**config.mk**
```make
export PLATFORM = sky130hd
export DESIGN_NAME = riscv_hazard_unit
export DESIGN_NICKNAME = d
export VERILOG_FILES = /design/src/rtl/riscv_hazard_unit.sv
export SDC_FILE = /design/constraint.sdc
export NUM_CORES = 1
export LEC_CHECK = 0
export BUFFER_PORTS_ARGS = -buffer_cell sky130_fd_sc_hd__buf_2
export CAP_MARGIN = 40
export CORE_MARGIN = 2
export CORE_UTILIZATION = 35
export CTS_CLUSTER_SIZE = 12
export DETAILED_ROUTE_END_ITERATION = 7
export PLACE_DENSITY = 0.56
export SLEW_MARGIN = 30
export SYNTH_ARGS = -nofsm -noshare
export SYNTH_HDL_FRONTEND = slang
export SYNTH_SLANG_ARGS = --single-unit
```
**constraint.sdc**
```tcl
create_clock -name clk -period 2.4 [get_ports clk]
set_input_delay 0.48 -clock clk [delete_from_list [all_inputs] [get_ports clk]]
set_output_delay 0.48 -clock clk [all_outputs]
set_load 0.02 [all_outputs]
```
**src/rtl/riscv_hazard_unit.sv**
```systemverilog
// Purpose: load-use / ID-branch / dmem-wait hazard control for the 5-stage RV32I pipeline.
// Latency: stall, bubble, freeze and flush enables are combinational (0 cycles); hazard_state and counters are registered (1 cycle).
// Backpressure: an outstanding dmem access freezes every pipeline register; data hazards stall PC and IF/ID and bubble ID/EX.
module riscv_hazard_unit #(
    parameter int REG_ADDR_W = 5,
    parameter int CNT_W      = 32,
    parameter int TIMEOUT    = 255
) (
    input  logic                  clk,
    input  logic                  rst_n,
    input  logic [4:0]            IF_ID_opcode,
    input  logic [REG_ADDR_W-1:0] IF_ID_rs1_idx,
    input  logic [REG_ADDR_W-1:0] IF_ID_rs2_idx,
    input  logic                  ID_EX_RegWr,
    input  logic                  ID_EX_MemtoReg,
    input  logic [REG_ADDR_W-1:0] ID_EX_rd_idx,
    input  logic                  EX_MEM_RegWr,
    input  logic [REG_ADDR_W-1:0] EX_MEM_rd_idx,
    input  logic                  dmem_req,
    input  logic                  dmem_ready,
    input  logic                  ID_redirect,
    output logic                  PC_Wr,
    output logic                  IF_ID_Wr,
    output logic                  IF_ID_flush,
    output logic                  ID_EX_flush,
    output logic                  EX_MEM_Wr,
    output logic                  MEM_WB_Wr,
    output logic [1:0]            hazard_state,
    output logic [CNT_W-1:0]      stall_cnt,
    output logic [CNT_W-1:0]      flush_cnt,
    output logic                  mem_timeout
);

    typedef enum logic [1:0] {
        HZ_RUN          = 2'd0,
        HZ_LOAD_STALL   = 2'd1,
        HZ_BRANCH_STALL = 2'd2,
        HZ_MEM_WAIT     = 2'd3
    } hz_class_e;

    localparam logic [4:0] OP_LUI    = 5'b01101;
    localparam logic [4:0] OP_AUIPC  = 5'b00101;
    localparam logic [4:0] OP_JAL    = 5'b11011;
    localparam logic [4:0] OP_JALR   = 5'b11001;
    localparam logic [4:0] OP_RTYPE  = 5'b01100;
    localparam logic [4:0] OP_STORE  = 5'b01000;
    localparam logic [4:0] OP_BRANCH = 5'b11000;

    // Wait counter is wide enough for the largest allowed TIMEOUT and saturates there.
    localparam int                WAIT_W    = 16;
    localparam logic [WAIT_W-1:0] TIMEOUT_C = WAIT_W'(TIMEOUT);

    logic            uses_rs1, uses_rs2, is_id_branch;
    logic            rs1_ex_hit, rs2_ex_hit, rs1_mem_hit, rs2_mem_hit;
    logic            load_use, branch_hz, mem_wait;
    hz_class_e       hz_class;

    hz_class_e         hazard_state_q, hazard_state_d;
    logic [CNT_W-1:0]  stall_cnt_q, stall_cnt_d;
    logic [CNT_W-1:0]  flush_cnt_q, flush_cnt_d;
    logic [WAIT_W-1:0] wait_cnt_q, wait_cnt_d;
    logic              mem_timeout_q, mem_timeout_d;

    // Decode which source registers the ID instruction reads and match them (x0 never matches).
    always_comb begin
        uses_rs1     = !(IF_ID_opcode == OP_LUI || IF_ID_opcode == OP_AUIPC ||
                         IF_ID_opcode == OP_JAL);
        uses_rs2     = (IF_ID_opcode == OP_RTYPE || IF_ID_opcode == OP_STORE ||
                        IF_ID_opcode == OP_BRANCH);
        is_id_branch = (IF_ID_opcode == OP_BRANCH || IF_ID_opcode == OP_JALR);

        rs1_ex_hit  = uses_rs1 && (IF_ID_rs1_idx != '0) && (IF_ID_rs1_idx == ID_EX_rd_idx);
        rs2_ex_hit  = uses_rs2 && (IF_ID_rs2_idx != '0) && (IF_ID_rs2_idx == ID_EX_rd_idx);
        rs1_mem_hit = uses_rs1 && (IF_ID_rs1_idx != '0) && (IF_ID_rs1_idx == EX_MEM_rd_idx);
        rs2_mem_hit = uses_rs2 && (IF_ID_rs2_idx != '0) && (IF_ID_rs2_idx == EX_MEM_rd_idx);

        load_use  = ID_EX_RegWr && ID_EX_MemtoReg && (rs1_ex_hit || rs2_ex_hit);
        // ID only forwards from MEM/WB, so any producer still in EX or MEM blocks a branch compare.
        branch_hz = is_id_branch &&
                    ((ID_EX_RegWr && (rs1_ex_hit || rs2_ex_hit)) ||
                     (EX_MEM_RegWr && (rs1_mem_hit || rs2_mem_hit)));
        mem_wait  = dmem_req && !dmem_ready;
    end

    // Classify the cycle by priority and drive the pipeline enables; redirects only act in RUN.
    always_comb begin
        hz_class    = HZ_RUN;
        PC_Wr       = 1'b1;
        IF_ID_Wr    = 1'b1;
        IF_ID_flush = 1'b0;
        ID_EX_flush = 1'b0;
        EX_MEM_Wr   = 1'b1;
        MEM_WB_Wr   = 1'b1;
        if (mem_wait) begin
            hz_class  = HZ_MEM_WAIT;
            PC_Wr     = 1'b0;
            IF_ID_Wr  = 1'b0;
            EX_MEM_Wr = 1'b0;
            MEM_WB_Wr = 1'b0;
        end else if (load_use || branch_hz) begin
            hz_class    = load_use ? HZ_LOAD_STALL : HZ_BRANCH_STALL;
            PC_Wr       = 1'b0;
            IF_ID_Wr    = 1'b0;
            ID_EX_flush = 1'b1;
        end else begin
            IF_ID_flush = ID_redirect;
        end
    end

    // Next-state for status, saturating counters and the memory-wait watchdog.
    always_comb begin
        hazard_state_d = hz_class;
        stall_cnt_d    = stall_cnt_q;
        flush_cnt_d    = flush_cnt_q;
        wait_cnt_d     = '0;
        mem_timeout_d  = mem_timeout_q;
        if (!PC_Wr && stall_cnt_q != '1) begin
            stall_cnt_d = stall_cnt_q + CNT_W'(1);
        end
        if (IF_ID_flush && flush_cnt_q != '1) begin
            flush_cnt_d = flush_cnt_q + CNT_W'(1);
        end
        if (mem_wait) begin
            wait_cnt_d = (wait_cnt_q >= TIMEOUT_C) ? wait_cnt_q : wait_cnt_q + WAIT_W'(1);
            if (wait_cnt_d == TIMEOUT_C) begin
                mem_timeout_d = 1'b1;
            end
        end
    end

    // Status and counter registers.
    always_ff @(posedge clk or negedge rst_n) begin
        if (!rst_n) begin
            hazard_state_q <= HZ_RUN;
            stall_cnt_q    <= '0;
            flush_cnt_q    <= '0;
            wait_cnt_q     <= '0;
            mem_timeout_q  <= 1'b0;
        end else begin
            hazard_state_q <= hazard_state_d;
            stall_cnt_q    <= stall_cnt_d;
            flush_cnt_q    <= flush_cnt_d;
            wait_cnt_q     <= wait_cnt_d;
            mem_timeout_q  <= mem_timeout_d;
        end
    end

    assign hazard_state = hazard_state_q;
    assign stall_cnt    = stall_cnt_q;
    assign flush_cnt    = flush_cnt_q;
    assign mem_timeout  = mem_timeout_q;

endmodule
```
Word level (Yosys, flattened, before mapping)
Cells that the tools add are included.

$add $sub $neg: 3. Order comparisons: 1. Equal/unequal tests: 14. Multiplexer cells: 12. Reductions and logical operators: 29.

Operators with widths (count): 32-bit by 1-bit adder with 32-bit output, second input constant (2); 32-bit != test, second input constant (2); 16-bit two-way mux (2); 5-bit equality test (4); 16-bit by 1-bit adder with 16-bit output, second input constant (1); 16-bit by 8-bit equality test with 1-bit output, second input constant (1); 16-bit by 8-bit greater-or-equal comparator with 1-bit output, second input constant (1); 5-bit by 4-bit equality test with 1-bit output, second input constant (3); 5-bit equality test, second input constant (3); 1-bit logical AND (14); 5-bit nonzero test (2); 1-bit logical OR (9); 1-bit two-way mux (7); 2-bit two-way mux (3); 5-bit by 3-bit equality test with 1-bit output, second input constant (1); 1-bit zero test (3); 2-bit AND reduction (1).

Flip-flop bits (word level): 83. Input port bits: 33. Output and inout port bits: 73. Logic and storage cells: 64.

Logic depth before layout (Yosys ltp)
Depth after elaboration: 15. Depth in mapped cells: 10. Gate-level depth less buffers: 8.

Worst setup path after synthesis
Ideal clock, no wire load.

Kind: input to register. Start: in IF_ID_rs2_idx[1]. End: reg flush_cnt_q[30] (netlist: flush_cnt[30]). Library setup time: 0.080 ns. Data arrival time: 2.510 ns. Required time: 2.320 ns. Path slack: -0.189 ns. Stages: 10. Buffers on the path: 2. Cells stage by stage: or4_1 nor2_1 a2111oi_0 a32oi_1 o211ai_2 or3_1 buf_6 buf_6 nor4_2 xor2_1.

Longest elaborated chain between the ends: 11. Elaborated cells on any way between the ends: 17. Classes of those cells: eq/ne (2); mux (2); reduce/logical (13).

Ends and longest elaborated chain: start: declaration (RTL line 13) `input logic [REG_ADDR_W-1:0] IF_ID_rs2_idx,`; 5-bit nonzero test (RTL line 73, 75); 1-bit logical AND (RTL line 73, 75); 1-bit logical AND (on tied branches) (RTL line 73, 75); 1-bit logical OR (on tied branches) (RTL line 77, 80, 81); 1-bit logical AND (on tied branches) (RTL line 80, 81); 1-bit logical OR (RTL line 80) `((ID_EX_RegWr && (rs1_ex_hit || rs2_ex_hit)) ||`; 1-bit logical AND (RTL line 79) `branch_hz = is_id_branch &&`; 1-bit logical OR (*) (RTL line 100) `end else if (load_use || branch_hz) begin`; 1-bit two-way mux (*) (RTL line 100); 1-bit two-way mux (*) (RTL line 94) `if (mem_wait) begin`; 1-bit logical AND (*) (RTL line 120) `if (IF_ID_flush && flush_cnt_q != '1) begin`; end signal: assignment (RTL line 142) `flush_cnt_q <= flush_cnt_d;`; end: declaration (RTL line 60) `logic [CNT_W-1:0] flush_cnt_q, flush_cnt_d;`.

Every way passes the cells marked *; elsewhere a longest branch is shown, timed or not. A chain may end at the register's enable or synchronous reset.

Worst setup path after layout
Start: in IF_ID_rs2_idx[1]. End: out ID_EX_flush.

Longest elaborated chain between the ends: 10. Elaborated cells on any way between the ends: 16. Classes of those cells: eq/ne (2); mux (2); reduce/logical (12).

Ends and longest elaborated chain: 5-bit nonzero test (RTL line 73, 75); 1-bit logical AND (RTL line 73, 75); 1-bit logical AND (on tied branches) (RTL line 73, 75); 1-bit logical OR (on tied branches) (RTL line 77, 80, 81); 1-bit logical AND (on tied branches) (RTL line 80, 81); 1-bit logical OR (RTL line 80); 1-bit logical AND (RTL line 79); 1-bit logical OR (*) (RTL line 100); 1-bit two-way mux (*) (RTL line 100); 1-bit two-way mux (*) (RTL line 94); end: declaration (RTL line 25) `output logic ID_EX_flush,`.

Marked as above.

==> flow_metrics.env <==
export IMPL_peakVddDrop_uv=371.5
export IMPL_grt_use_total_pct=17.04
export IMPL_crit_buf_inv=4
export IMPL_drt_iter0_markers=144
export IMPL_grt_pass1_vias=3471
export IMPL_synth_compound_area_share_pct=3.120
export IMPL_yosys_mux_area_fraction_pct=0.4710
export IMPL_dpl_hpwl_um=7751
export IMPL_overflow=0
export IMPL_cts_htree_levels=3
export IMPL_synth_cell_types=41
export IMPL_num_vias=3601
export IMPL_diodes=0
export IMPL_r2r_start="flush_cnt[11]"
export IMPL_ff2ff_setup_slack_ps=90
export IMPL_holdWs_ps=138.7
export IMPL_power_density_nw_per_um2=625.7
export IMPL_finalWirelength_um=11100
export IMPL_synth_seq_cells=83
export IMPL_finalHoldViolCount=0
export IMPL_clock_sinks=83
export IMPL_slowest_stage="nor4_2"
export IMPL_slew_headroom_pct=59.96
export IMPL_synth_cells=419
export IMPL_tightestPinTransition_ps=600.6
export IMPL_synth_top_family_by_area="simple AND/OR/NAND/NOR gates"
export IMPL_crit_top_cell="buf_6"
export IMPL_cpLargestDelayFamily="simple AND/OR/NAND/NOR gates"
export IMPL_rows=40
export IMPL_violations="setup timing"
export IMPL_synth_simple_gate_area_share_pct=26.11
export IMPL_die_y_um=114.2
export IMPL_cts_buffer_depth=2
export IMPL_core_area_um2=11910
export IMPL_setup_worst_path_start_class="primary input"
export IMPL_fill_cells=1084
export IMPL_die_area_um2=13040
export IMPL_outcome="finished, violations left"
export IMPL_grt_max_degree=46
export IMPL_multi_input_area_um2=2436
export IMPL_synth_nets=455
export IMPL_period_minus_slack_ps=2564
export IMPL_synth_seq_area_share_pct=48.87
export IMPL_cts_root_buf="clkbuf_16"
export IMPL_gp_congestion=0.8621
export IMPL_clkTransAtPathRegs_ps=60
export IMPL_avgSynthCellArea_um2=10.14
export IMPL_crit_arrival_ps=2080
export IMPL_fin_ws_ps=-164.5
export IMPL_drv_cap=0
export IMPL_cts_tree="built"
export IMPL_finClkSkew_ps=4.794
export IMPL_synth_adder_area_share_pct=0.8831
export IMPL_grt_pass1_wl_um=17440
export IMPL_hp_class="primary input to asynchronous set/reset pin"
export IMPL_vias_per_cell=5.008
export IMPL_setup_viol=6
export IMPL_start_util_pct=35.68
export IMPL_async_flop_share_pct=100.0
export IMPL_worstReg2RegEnd="flush_cnt[4]"
export IMPL_synth_area_um2=4250
export IMPL_drive_gt1_share_pct=38.29
export IMPL_maxSlewViolCount=0
export IMPL_rsz0062_at_grt="true"
export IMPL_synth_common_cells="83 x dfrtp_1, 47 x nand2_1, 45 x xor2_1"
export IMPL_yosys_area_top_type="dfrtp_1"
export IMPL_portBuffers=105
export IMPL_max_freq_mhz=389.9
export IMPL_synth_xor_area_share_pct=18.34
export IMPL_ant_nets=0
export IMPL_areaGrowthSynthToFinish_pct=40.51
export IMPL_reg2regPathDepth=10
export IMPL_final_nets=603
export IMPL_min_period_over_period_pct=106.9
export IMPL_post_synth_top_area_fraction_pct=48.87
export IMPL_clock_latency_ps=340
export IMPL_path_max_fanout=5
export IMPL_die_w_um=114.2
export IMPL_synthTopCellsByArea="dfrtp_1 49%, xor2_1 9.3%, xnor2_1 9.1%, nand2_1 4.2%, nand4_1 3.4%"
export IMPL_synth_ff_type="dfrtp_1"
export IMPL_dpl_worst_slack_ps=-493.6
export IMPL_hold_buffers=0
export IMPL_worstSetupPathType="primary input to output pin"
export IMPL_leakagePower_nw=2.890
export IMPL_antenna_found_initial=0
export IMPL_end_kind="output pin"
export IMPL_wl_per_cell_um=15.44
export IMPL_synth_edff_count=0
export IMPL_yosysMostFrequentCell="dfrtp_1"
export IMPL_max_stage_delay_ps=260
export IMPL_required_ps=1920
export IMPL_crit_chain="buf_2 > buf_6 > xor2_2 > nor4_2 > and3_1 > a32oi_2 > o211ai_2 > buf_6 > and2_4 > buf_6"
export IMPL_drt_pass1_iter_count=5
export IMPL_cts_buffers=9
export IMPL_route_detailed_drc=0
export IMPL_yosysWarnings=0
export IMPL_seq_area_um2=2077
export IMPL_io_pins=106
## per-layer routing
layer	up-vias	global-route usage, %	wire length [um]
li1	1753	-	-
met1	1758	23.40	5202
met2	77	26.35	5289
met3	13	3.017	399
met4	0	7.724	206
met5	-	0	0
## sequential cells by signal, indices dropped and copies added (netlist names)
signal        count
hazard_state      2
mem_timeout       1
wait_cnt_q       16
stall_cnt        32
flush_cnt        32
## how the worst max path moves through the flow
stage / startpoint / endpoint / cells past startpoint
after detailed placement: IF_ID_rs2_idx[1] / flush_cnt[31] / 10
after CTS: IF_ID_rs2_idx[4] / ID_EX_flush / 9
final: IF_ID_rs2_idx[1] / ID_EX_flush / 10
after global routing: IF_ID_rs2_idx[1] / ID_EX_flush / 10
after global placement: IF_ID_rs2_idx[1] / flush_cnt[25] / 10
after floorplan: IF_ID_rs2_idx[1] / flush_cnt[30] / 10
## what timing repair did
action                                 4_1_cts  5_1_grt
setup endpoints to repair                   17       50
endpoints found under the hold margin        0        0
gates cloned                                 0        2
buffers inserted                             4        6
pin swaps                                   10       30
gates resized for setup                     32       45
## placed cells by master (no fill, tap or decap), types with 3 or more instances in the layout
master and n:
xnor2_1 39, nand3_1 18, and4_1 5, xor2_2 3, buf_6 14, o211ai_1 3
nand2_1 42, nor4_4 5, and2_1 11, nand4_1 23, dfrtp_1 83, nand2_2 5
xnor2_2 5, buf_4 32, nand2b_1 3, nor4_2 7, xor2_1 42, nor3_2 10
nor2_1 29, ha_1 3, and3_1 13, nand3_4 3, o21ai_0 3, clkbuf_8 3
nand3_2 4, clkbuf_16 10, buf_2 98, inv_1 8, nor3_1 5, nor4_1 4
## power by group
group | internal, mW | switching [mW] | leakage (nW)
Combinational | 0.284 | 0.426 | 1.65
Clock | 0.787 | 0.564 | 0.142
Sequential | 1.51 | 0.164 | 1.10
Total | 2.58 | 1.15 | 2.89
## cell families after synthesis
| kind of cell | after synthesis |
|---|---|
| multiplexers | 2 |
| XOR/XNOR | 89 |
| adder cells (fa/ha/maj) | 3 |
| buffers and inverters | 19 |
| AO/OA/AOI/OAI | 18 |
| flip-flops | 83 |
| AND/OR/NAND/NOR | 205 |
## cell type report
cell class / instances / area share, %
tap: 147 / 3.080
inverter: 8 / 0.5028
clock buffer: 13 / 4.525
sequential: 83 / 34.78
clock inverter: 3 / 0.3562
timing repair buffer: 147 / 15.96
multi-input combinational: 318 / 40.79
## stage by stage
step	power, mW	TNS (ps)	area, um2	std cells	utilization, %
after CTS	3.735	-845.8	5653	712	47.46
after global placement	2.327	-15080	5177	692	43.47
after global routing	3.902	-3612	5972	719	50.14
after floorplan	2.037	-2558	4268	419	-
after detailed placement	2.345	-17970	5177	692	43.47
final	3.737	-633.7	5972	719	50.14
(Power assumes the default switching activity.)
